## src/rtl/diff_commit_unit.sv

```systemverilog
`default_nettype none
// ============================================================================
// Module   : diff_commit_unit
// Purpose  : Multi-channel difftest commit and trap monitor. It registers up
//            to COMMIT_W retirements per cycle and orders and filters them.
//            It also counts cycles and instructions, detects the halt/trap
//            instruction and forces a trap when no commit arrives for
//            TIMEOUT cycles.
// Ports    : clk, rst               - clock, synchronous active-high reset
//            in_*                   - per-channel retire bundle from the core
//            a0_data                - x10 value, low byte becomes trap_code
//            cmt_*                  - registered, filtered commit bundle
//            trap_valid/code/pc     - sticky trap event
//            cycle_cnt, instr_cnt   - 64-bit free-running counters
//            halted                 - monitor frozen after a trap
// Revision : 1.0 - initial release
// ============================================================================
module diff_commit_unit #(
    parameter int          COMMIT_W     = 2,
    parameter int          XLEN         = 64,
    parameter logic [6:0]  TRAP_OPCODE  = 7'h6b,
    parameter int          TIMEOUT      = 5000,
    parameter logic [7:0]  TIMEOUT_CODE = 8'hFF
) (
    input  logic                     clk,
    input  logic                     rst,
    input  logic [COMMIT_W-1:0]      in_valid,
    input  logic [COMMIT_W*XLEN-1:0] in_pc,
    input  logic [COMMIT_W*32-1:0]   in_inst,
    input  logic [COMMIT_W-1:0]      in_wen,
    input  logic [COMMIT_W*5-1:0]    in_wdest,
    input  logic [COMMIT_W*XLEN-1:0] in_wdata,
    input  logic [COMMIT_W-1:0]      in_skip,
    input  logic [XLEN-1:0]          a0_data,
    output logic [COMMIT_W-1:0]      cmt_valid,
    output logic [COMMIT_W*XLEN-1:0] cmt_pc,
    output logic [COMMIT_W*32-1:0]   cmt_inst,
    output logic [COMMIT_W-1:0]      cmt_wen,
    output logic [COMMIT_W*8-1:0]    cmt_wdest,
    output logic [COMMIT_W*XLEN-1:0] cmt_wdata,
    output logic [COMMIT_W-1:0]      cmt_skip,
    output logic                     trap_valid,
    output logic [7:0]               trap_code,
    output logic [XLEN-1:0]          trap_pc,
    output logic [63:0]              cycle_cnt,
    output logic [63:0]              instr_cnt,
    output logic                     halted
);

    typedef enum logic [0:0] {
        ST_RUN  = 1'b0,
        ST_HALT = 1'b1
    } state_t;

    localparam int          c_cnt_w    = $clog2(COMMIT_W + 1);
    localparam bit          c_wd_en    = (TIMEOUT > 0);
    localparam logic [31:0] c_wd_limit = (TIMEOUT > 0) ? 32'(TIMEOUT - 1) : 32'd0;

    // ------------------------------------------------------------------------
    // State and registers
    // ------------------------------------------------------------------------
    state_t                     r_state;
    state_t                     w_state_nxt;

    logic [COMMIT_W-1:0]        r_cmt_valid;
    logic [COMMIT_W*XLEN-1:0]   r_cmt_pc;
    logic [COMMIT_W*32-1:0]     r_cmt_inst;
    logic [COMMIT_W-1:0]        r_cmt_wen;
    logic [COMMIT_W*8-1:0]      r_cmt_wdest;
    logic [COMMIT_W*XLEN-1:0]   r_cmt_wdata;
    logic [COMMIT_W-1:0]        r_cmt_skip;
    logic                       r_trap_valid;
    logic [7:0]                 r_trap_code;
    logic [XLEN-1:0]            r_trap_pc;
    logic [63:0]                r_cycle_cnt;
    logic [63:0]                r_instr_cnt;
    logic [31:0]                r_wdog;
    logic [XLEN-1:0]            r_last_pc;

    // ------------------------------------------------------------------------
    // Combinational signals
    // ------------------------------------------------------------------------
    logic [COMMIT_W-1:0]        w_is_trap;
    logic [COMMIT_W-1:0]        w_wdest_nz;
    logic [COMMIT_W-1:0]        w_acc;
    logic                       w_any_acc;
    logic [c_cnt_w-1:0]         w_acc_cnt;
    logic                       w_open;
    logic                       w_trap_hit;
    logic [XLEN-1:0]            w_trap_pc;
    logic [XLEN-1:0]            w_last_pc;
    logic                       w_wd_fire;

    logic [COMMIT_W*XLEN-1:0]   w_cmt_pc;
    logic [COMMIT_W*32-1:0]     w_cmt_inst;
    logic [COMMIT_W-1:0]        w_cmt_wen;
    logic [COMMIT_W*8-1:0]      w_cmt_wdest;
    logic [COMMIT_W*XLEN-1:0]   w_cmt_wdata;
    logic [COMMIT_W-1:0]        w_cmt_skip;

    // Only the low byte of a0 is reported as the trap code.
    logic                       w_unused;
    assign w_unused = &{1'b0, a0_data[XLEN-1:8]};

    // ------------------------------------------------------------------------
    // Per-channel decode and output shaping
    // ------------------------------------------------------------------------
    for (genvar gi = 0; gi < COMMIT_W; gi++) begin : g_ch
        assign w_is_trap[gi]  = (in_inst[gi*32 +: 7] == TRAP_OPCODE);
        assign w_wdest_nz[gi] = |in_wdest[gi*5 +: 5];

        assign w_cmt_pc[gi*XLEN +: XLEN]   = w_acc[gi] ? in_pc[gi*XLEN +: XLEN]    : '0;
        assign w_cmt_inst[gi*32 +: 32]     = w_acc[gi] ? in_inst[gi*32 +: 32]      : 32'd0;
        assign w_cmt_wdest[gi*8 +: 8]      = w_acc[gi] ? {3'b000, in_wdest[gi*5 +: 5]} : 8'd0;
        assign w_cmt_wdata[gi*XLEN +: XLEN] = w_acc[gi] ? in_wdata[gi*XLEN +: XLEN] : '0;
    end

    // Writes to x0 are architecturally dropped, so never report them.
    assign w_cmt_wen  = w_acc & in_wen & w_wdest_nz;
    assign w_cmt_skip = w_acc & in_skip;
    assign w_any_acc  = |w_acc;

    // ------------------------------------------------------------------------
    // Acceptance: a contiguous run of valid channels starting at channel 0.
    // The run ends at the first invalid channel or just after the first trap
    // instruction, so at most one trap can be accepted per cycle and it is
    // always the highest accepted channel.
    // ------------------------------------------------------------------------
    always_comb begin
        w_acc      = '0;
        w_acc_cnt  = '0;
        w_trap_hit = 1'b0;
        w_trap_pc  = '0;
        w_last_pc  = r_last_pc;
        w_open     = (r_state == ST_RUN);
        for (int i = 0; i < COMMIT_W; i++) begin
            if (w_open && in_valid[i]) begin
                w_acc[i]  = 1'b1;
                w_acc_cnt = w_acc_cnt + c_cnt_w'(1);
                w_last_pc = in_pc[i*XLEN +: XLEN];
                if (w_is_trap[i]) begin
                    w_trap_hit = 1'b1;
                    w_trap_pc  = in_pc[i*XLEN +: XLEN];
                    w_open     = 1'b0;
                end
            end else begin
                w_open = 1'b0;
            end
        end
    end

    // The watchdog fires on the idle edge that would take the counter past
    // TIMEOUT-1, i.e. the TIMEOUT-th consecutive edge without a commit.
    assign w_wd_fire = c_wd_en && (r_state == ST_RUN) && !w_any_acc &&
                       (r_wdog == c_wd_limit);

    // ------------------------------------------------------------------------
    // Run/halt state machine
    // ------------------------------------------------------------------------
    always_ff @(posedge clk) begin
        if (rst) begin
            r_state <= ST_RUN;
        end else begin
            r_state <= w_state_nxt;
        end
    end

    always_comb begin
        w_state_nxt = r_state;
        case (r_state)
            ST_RUN: begin
                if (w_trap_hit || w_wd_fire) begin
                    w_state_nxt = ST_HALT;
                end
            end
            ST_HALT: begin
                w_state_nxt = ST_HALT;
            end
            default: begin
                w_state_nxt = ST_RUN;
            end
        endcase
    end

    // ------------------------------------------------------------------------
    // Datapath registers. While halted w_acc is all zero, so the commit
    // bundle clears itself without a separate halted branch.
    // ------------------------------------------------------------------------
    always_ff @(posedge clk) begin
        if (rst) begin
            r_cmt_valid  <= '0;
            r_cmt_pc     <= '0;
            r_cmt_inst   <= '0;
            r_cmt_wen    <= '0;
            r_cmt_wdest  <= '0;
            r_cmt_wdata  <= '0;
            r_cmt_skip   <= '0;
            r_trap_valid <= 1'b0;
            r_trap_code  <= 8'd0;
            r_trap_pc    <= '0;
            r_cycle_cnt  <= 64'd0;
            r_instr_cnt  <= 64'd0;
            r_wdog       <= 32'd0;
            r_last_pc    <= '0;
        end else begin
            r_cmt_valid <= w_acc;
            r_cmt_pc    <= w_cmt_pc;
            r_cmt_inst  <= w_cmt_inst;
            r_cmt_wen   <= w_cmt_wen;
            r_cmt_wdest <= w_cmt_wdest;
            r_cmt_wdata <= w_cmt_wdata;
            r_cmt_skip  <= w_cmt_skip;

            if (r_state == ST_RUN) begin
                r_cycle_cnt <= r_cycle_cnt + 64'd1;
                r_instr_cnt <= r_instr_cnt + 64'(w_acc_cnt);

                if (w_any_acc) begin
                    r_wdog    <= 32'd0;
                    r_last_pc <= w_last_pc;
                end else if (c_wd_en && !w_wd_fire) begin
                    r_wdog <= r_wdog + 32'd1;
                end

                // An instruction trap takes priority over the watchdog.
                if (w_trap_hit) begin
                    r_trap_valid <= 1'b1;
                    r_trap_code  <= a0_data[7:0];
                    r_trap_pc    <= w_trap_pc;
                end else if (w_wd_fire) begin
                    r_trap_valid <= 1'b1;
                    r_trap_code  <= TIMEOUT_CODE;
                    r_trap_pc    <= r_last_pc;
                end
            end
        end
    end

    assign cmt_valid  = r_cmt_valid;
    assign cmt_pc     = r_cmt_pc;
    assign cmt_inst   = r_cmt_inst;
    assign cmt_wen    = r_cmt_wen;
    assign cmt_wdest  = r_cmt_wdest;
    assign cmt_wdata  = r_cmt_wdata;
    assign cmt_skip   = r_cmt_skip;
    assign trap_valid = r_trap_valid;
    assign trap_code  = r_trap_code;
    assign trap_pc    = r_trap_pc;
    assign cycle_cnt  = r_cycle_cnt;
    assign instr_cnt  = r_instr_cnt;
    assign halted     = (r_state == ST_HALT);

endmodule
`default_nettype wire

```

## config.mk

```make
export PLATFORM = sky130hd
export DESIGN_NAME = diff_commit_unit
export DESIGN_NICKNAME = d
export VERILOG_FILES = /design/src/rtl/diff_commit_unit.sv
export SDC_FILE = /design/constraint.sdc
export NUM_CORES = 1
export LEC_CHECK = 0
export ABC_AREA = 1
export CELL_PAD_IN_SITES_DETAIL_PLACEMENT = 0
export CELL_PAD_IN_SITES_GLOBAL_PLACEMENT = 2
export CORE_AREA = 2 2 363 365
export CTS_CLUSTER_DIAMETER = 40
export DETAILED_ROUTE_END_ITERATION = 10
export DIE_AREA = 0 0 365 367
export PLACE_DENSITY_LB_ADDON = 0.1
export SLEW_MARGIN = 20
export SYNTH_ARGS = -nofsm -noshare
export SYNTH_HDL_FRONTEND = slang
export SYNTH_SLANG_ARGS = --single-unit
```

## constraint.sdc

```tcl
create_clock -name clk -period 3.1 [get_ports clk]
set_clock_uncertainty 0.15 [all_clocks]
set_input_delay 0.31 -clock clk [delete_from_list [all_inputs] [get_ports clk]]
set_output_delay 0.31 -clock clk [all_outputs]
set_load 0.005 [all_outputs]
```

Yosys cells after proc, flatten, opt, wreduce, memory -nomap -nowiden:

Index checks and enable logic that the tools add are counted.

* bits in registers: 640
* input port bits: 402
* logic and storage cells: 76
* output and inout bits: 544

* multiplexer cells: 26
* $add $sub $neg: 4
* equal/unequal tests: 4
* bitwise operators: 6
* reductions and logical operators: 16

Operators by type and width (count)
* 64-bit 2-to-1 mux: 8
* 64-bit by 1-bit adder with 64-bit output (second input constant): 1
* 64-bit by 2-bit adder with 64-bit output: 1
* 32-bit 2-to-1 mux: 2
* 32-bit by 1-bit adder with 32-bit output (second input constant): 1
* 32-bit by 13-bit equality test with 1-bit output (second input constant): 1
* 8-bit 2-to-1 mux: 2
* 7-bit equality test (second input constant): 2
* 1-bit 2-to-1 mux: 12
* 5-bit OR reduction: 2
* 2-bit AND: 3
* 2-bit OR reduction: 3
* 1-bit logical AND: 4
* 2-bit AND reduction: 2
* 2-bit nonzero test: 2
* 1-bit NOT: 3
* 3-bit AND reduction: 1
* 2-bit by 1-bit adder with 2-bit output (second input constant): 1
* 2-bit 2-to-1 mux: 1
* 2-bit != test (second input constant): 1
* 1-bit one-hot mux with 2 select lines: 1
* 1-bit zero test: 1
* 1-bit logical OR: 1

Longest topological paths before layout:

* depth after elaboration: 12
* mapped depth: 20
* depth with buffers taken out: 18

Worst setup path before layout:

OpenSTA, ideal clock, no wires.

* path kind: flip-flop to flip-flop
* from: reg r_state (netlist: halted)
* to: reg r_instr_cnt[52] (netlist: instr_cnt[52])
* required time: 2822 ps
* arrival time: 2844 ps
* path slack: -22 ps
* buffers on the path: 2
* period minus slack after synthesis: 3122 ps
* cell stages (with the launch flop): 19
* library setup time: 128 ps
* cell sequence: dfxtp_1 > buf_6 > inv_6 > nand2_4 > nor2_4 > nand2_2 > buf_2 > ha_1 > ha_1 > inv_1 > fa_1 > nor3_2 > nand3_1 > nor2_4 > nand2_1 > nor2_1 > nand3_1 > nand2_1 > nor2_1

* word-level cells in the longest chain between the ends: 6
* elaborated cells on any way between the ends: 9
* classes of those cells: 2 x add/sub; 4 x mux; 1 x bitwise; 2 x reduce/logical

RTL lines
* from (decl): line 62 `state_t r_state;`
* from (signal assigned): line 164 `r_state <= w_state_nxt;`
* 1-bit NOT (no line)
* 1-bit logical AND / 1-bit 2-to-1 mux (equally long branches): line 137, 141
* 1-bit 2-to-1 mux: line 137 `if (w_open && in_valid[i]) begin`
* 2-bit by 1-bit adder with 2-bit output / 1-bit logical AND (equally long branches): line 139, 137
* 2-bit 2-to-1 mux: line 137
* 64-bit by 2-bit adder with 64-bit output: line 216 `r_instr_cnt <= r_instr_cnt + 64'(w_acc_cnt);`
* to (signal assigned): line 216
* to (decl): line 76 `logic [63:0] r_instr_cnt;`

Several ways; a longest one is shown, not always the timed one.
A chain may end at the register's enable or synchronous reset.

Final worst setup path:

* from: reg r_state (netlist: halted)
* to: reg r_instr_cnt[30] (netlist: instr_cnt[30])

Same word-level chain as after synthesis.

==> run_results.csv <==
group,metric,value,unit
status,run_status,"complete, no violations",
clock_network,postCtsSetupBuffers,0,
synthesis,async_reset_ff_share,0,%
floorplan,start_util,19.6,%
synthesis,synth_area_leader_cell,"dfxtp_1",
synthesis,ys_types,43,
sta,max_clock_freq,349,MHz
clock_network,cts_tree,"done",
setup_path,critPathArrivalTime,3320,ps
global_routing,first_global_vias,28100,
floorplan,row_count,133,
setup_path,rr_startpoint,"halted",
floorplan,ios,946,
global_routing,grtUsageMet1,26.0,%
drt,remaining_drc_errors,0,
setup_path,reg2reg_depth,17,
clock_network,clk_latency,770,ps
pwr,leakagePower,0.0190,uW
drt,drtIter0Drc,1352,
drt,viasPerCell,4.05,
synthesis,synth_area,25600,um^2
setup_path,r2r_end,"instr_cnt[30]",
setup_path,crit_type,"flop to flop",
synthesis,ys_warn_count,0,
synthesis,synth_flop_cell,"dfxtp_1",
global_routing,grt_remaining_overflow,0,
sta,fin_crit_sh,92.3,%
drt,ant_nets,0,
clock_network,ctsLongestPathBuffers,3,
synthesis,synth_area_leaders,"dfxtp_1 (50%), nor2_1 (13%), nand2_1 (9.6%), inv_1 (7.9%), nand3_1 (3.9%)",
clock_network,htree_levels,4,
setup_path,start_kind,"flop",
setup_path,regToRegSetupSlack,240,ps
drt,wirelength,141000,um
cells_and_area,fin_nets,5294,
setup_path,cp-end-kind,"flop",
global_routing,antenna_found_initial,36,
clock_network,cts.sinks,634,
setup_path,required,3560,ps
cells_and_area,drive_gt1_share,8.87,%
clock_network,numCtsBuffers,159,
sta,setup_viol,0,
sta,drv_slew,0,
setup_path,crit_fanout,6,
sta,finalHoldViolations,0,
floorplan,die_y,367,um
synthesis,synth_top_area_share,49.6,%
drt,drtPass1Iterations,7,
pwr,p_per_area,619,nW/um^2
cells_and_area,fin_util,34.9,%
global_routing,grt_pass1_wl,200000,um
synthesis,synthMostInstantiatedCell,"nor2_1",
synthesis,postSynthAreaPerCell,7.08,um^2
place,globalplace.congestion,0.828,
min_path,hold_class,"input pin to flop",
global_routing,grt_start_max_net_pins,86,
synthesis,synth-edff-count,0,
synthesis,syn_inst,3618,
synthesis,ys_ff_latch,634,
job,max_cap_violations,0,
min_path,hold-path-endpoint,"cmt_wdata[55]",
floorplan,die_x,365,um
global_routing,grt_util_all_layers,20.6,%
synthesis,yosysSeqAreaShare,49.6,%
pwr,ir_drop,0.000478,V
place,dp_hpwl,107000,um
clock_network,clkTransAtPathRegs,50,ps
pwr,p_total,28200,uW
global_routing,met3_usage,7.34,%
global_routing,gr-max-usage-layer,"met2",
min_path,holdCritStartpoint,"in_wdata[55]",
sta,worst_pin_slew,694,ps
sta,rsz0062_at_grt,"false",
global_routing,use_met2,32.7,%
floorplan,core,130000,um^2
clock_network,clock-root-buffer,"clkbuf_16",
drt,num_vias,27500,
sta,slew_headroom,53.7,%
cells_and_area,area_delta_synth_final,77.7,%
min_path,holdPathStages,3,
synthesis,yosys-top-cells-count,"nor2_1 (853), nand2_1 (653), dfxtp_1 (634), inv_1 (536), nand3_1 (197)",
place,port_buffers,883,
sta,fin_crit,2860,ps
drt,wl_per_cell,20.7,um
floorplan,die_area,134000,um^2
cells_and_area,n_fill_cell,14000,
-- flip-flops by register name (all words and copies together) (netlist names) --
| register | flops |
|---|---|
| cmt_pc | 128 |
| cmt_wdata | 128 |
| cmt_inst | 64 |
| cycle_cnt | 64 |
| instr_cnt | 64 |
| r_last_pc | 64 |
| trap_pc | 64 |
| r_wdog | 32 |
| cmt_wdest | 10 |
| trap_code | 8 |
| cmt_skip | 2 |
| cmt_valid | 2 |
| cmt_wen | 2 |
| halted | 1 |
| trap_valid | 1 |
-- worst max-delay path, cell delays in order (launching register included) --
cell and delay (ps):
dfxtp_1 340, inv_6 70, nand2_4 50, nor2_4 100, nand2_4 70, ha_4 300, ha_1 160, inv_1 60
fa_2 370, nor2_2 120, nand3_2 90, nor2_4 170, buf_4 150, nand3_1 60, nor2_1 100, buf_4 150
nand2_1 50, nor3b_2 150
-- how the worst max path moves through the flow --
stage	startpoint	to	cells past startpoint	slack (ps)
after global placement	in_valid[0]	instr_cnt[56]	19	-500
after global routing	halted	instr_cnt[48]	18	30
final	halted	instr_cnt[30]	17	240
after floorplan	halted	instr_cnt[52]	18	4
after detailed placement	in_valid[0]	instr_cnt[48]	19	-490
after CTS	halted	instr_cnt[56]	18	80
-- through the flow --
stage          hold WS (ps)  worst slack, ps  setup TNS (ps)  cells  cell area (um^2)
2_1_floorplan           272             4.05               0   3623             25600
6_report               40.5              238               0   6792             45500
5_1_grt                27.5             32.8               0   6788             45500
3_5_place_dp            298             -492          -16070   6216             37100
3_3_place_gp            295             -502          -13250   6216             37100
4_1_cts               0.248             75.2               0   6774             45400
-- kinds of logic (layout without fill, tap and decap cells) --
group | Yosys count | count (layout) | share of synthesized area, %
flops | 634 | 634 | 49.6
other cells | 1 | 24 | 0.0146
fa+ha+maj | 6 | 6 | 0.323
simple gates | 1872 | 1872 | 30.3
xor+xnor | 39 | 39 | 1.33
compound gates | 366 | 366 | 7.55
buf+inv | 700 | 2096 | 10.9
-- report_power, final --
part           total [uW]  internal (uW)  switching (uW)
Combinational        2050           1110             935
Clock               17600          12000            5590
Sequential           8510           8420            95.3
-- area by class of cell --
type / instances / area, um^2 / share of cell area (%)
Inverter: 544 / 2060 / 4.53
Clock buffer: 217 / 4590 / 10.1
Timing Repair Buffer: 1258 / 12600 / 27.7
Tap cell: 1755 / 2200 / 4.83
Multi-Input combinational cell: 2289 / 10200 / 22.4
Clock inverter: 77 / 1130 / 2.48
Antenna cell: 18 / 45.0 / 0.0990
Sequential cell: 634 / 12700 / 27.9
-- what timing repair did --
action                     4_1_cts  5_1_grt
hold endpoints to repair       289        0
setup endpoints to repair        0       18
gates resized for setup          0        6
hold buffers                   264        0
-- routing by layer --
metal  up-vias  part of all wire [%]
met3       211                   7.7
met1     12600                    45
met2       786                    45
met4        30                   2.5
met5         -                  0.13
li1      13800                     -
-- cells in the final DEF (no fill, tap or decap), types with 20 or more instances in the layout --
cell,count
a21oi_1,101
a31oi_1,69
buf_12,22
buf_4,89
bufinv_16,20
clkbuf_1,21
clkbuf_16,161
clkbuf_8,35
clkdlybuf4s50_1,882
clkinv_2,29
dfxtp_1,634
dlygate4sd3_1,264
inv_1,532
nand2_1,653
nand3_1,195
nand4_1,61
nor2_1,850
nor3_1,42
o21ai_0,135
o21ai_1,55
xor2_1,29
Note: power is estimated with default switching activity, not from simulation.
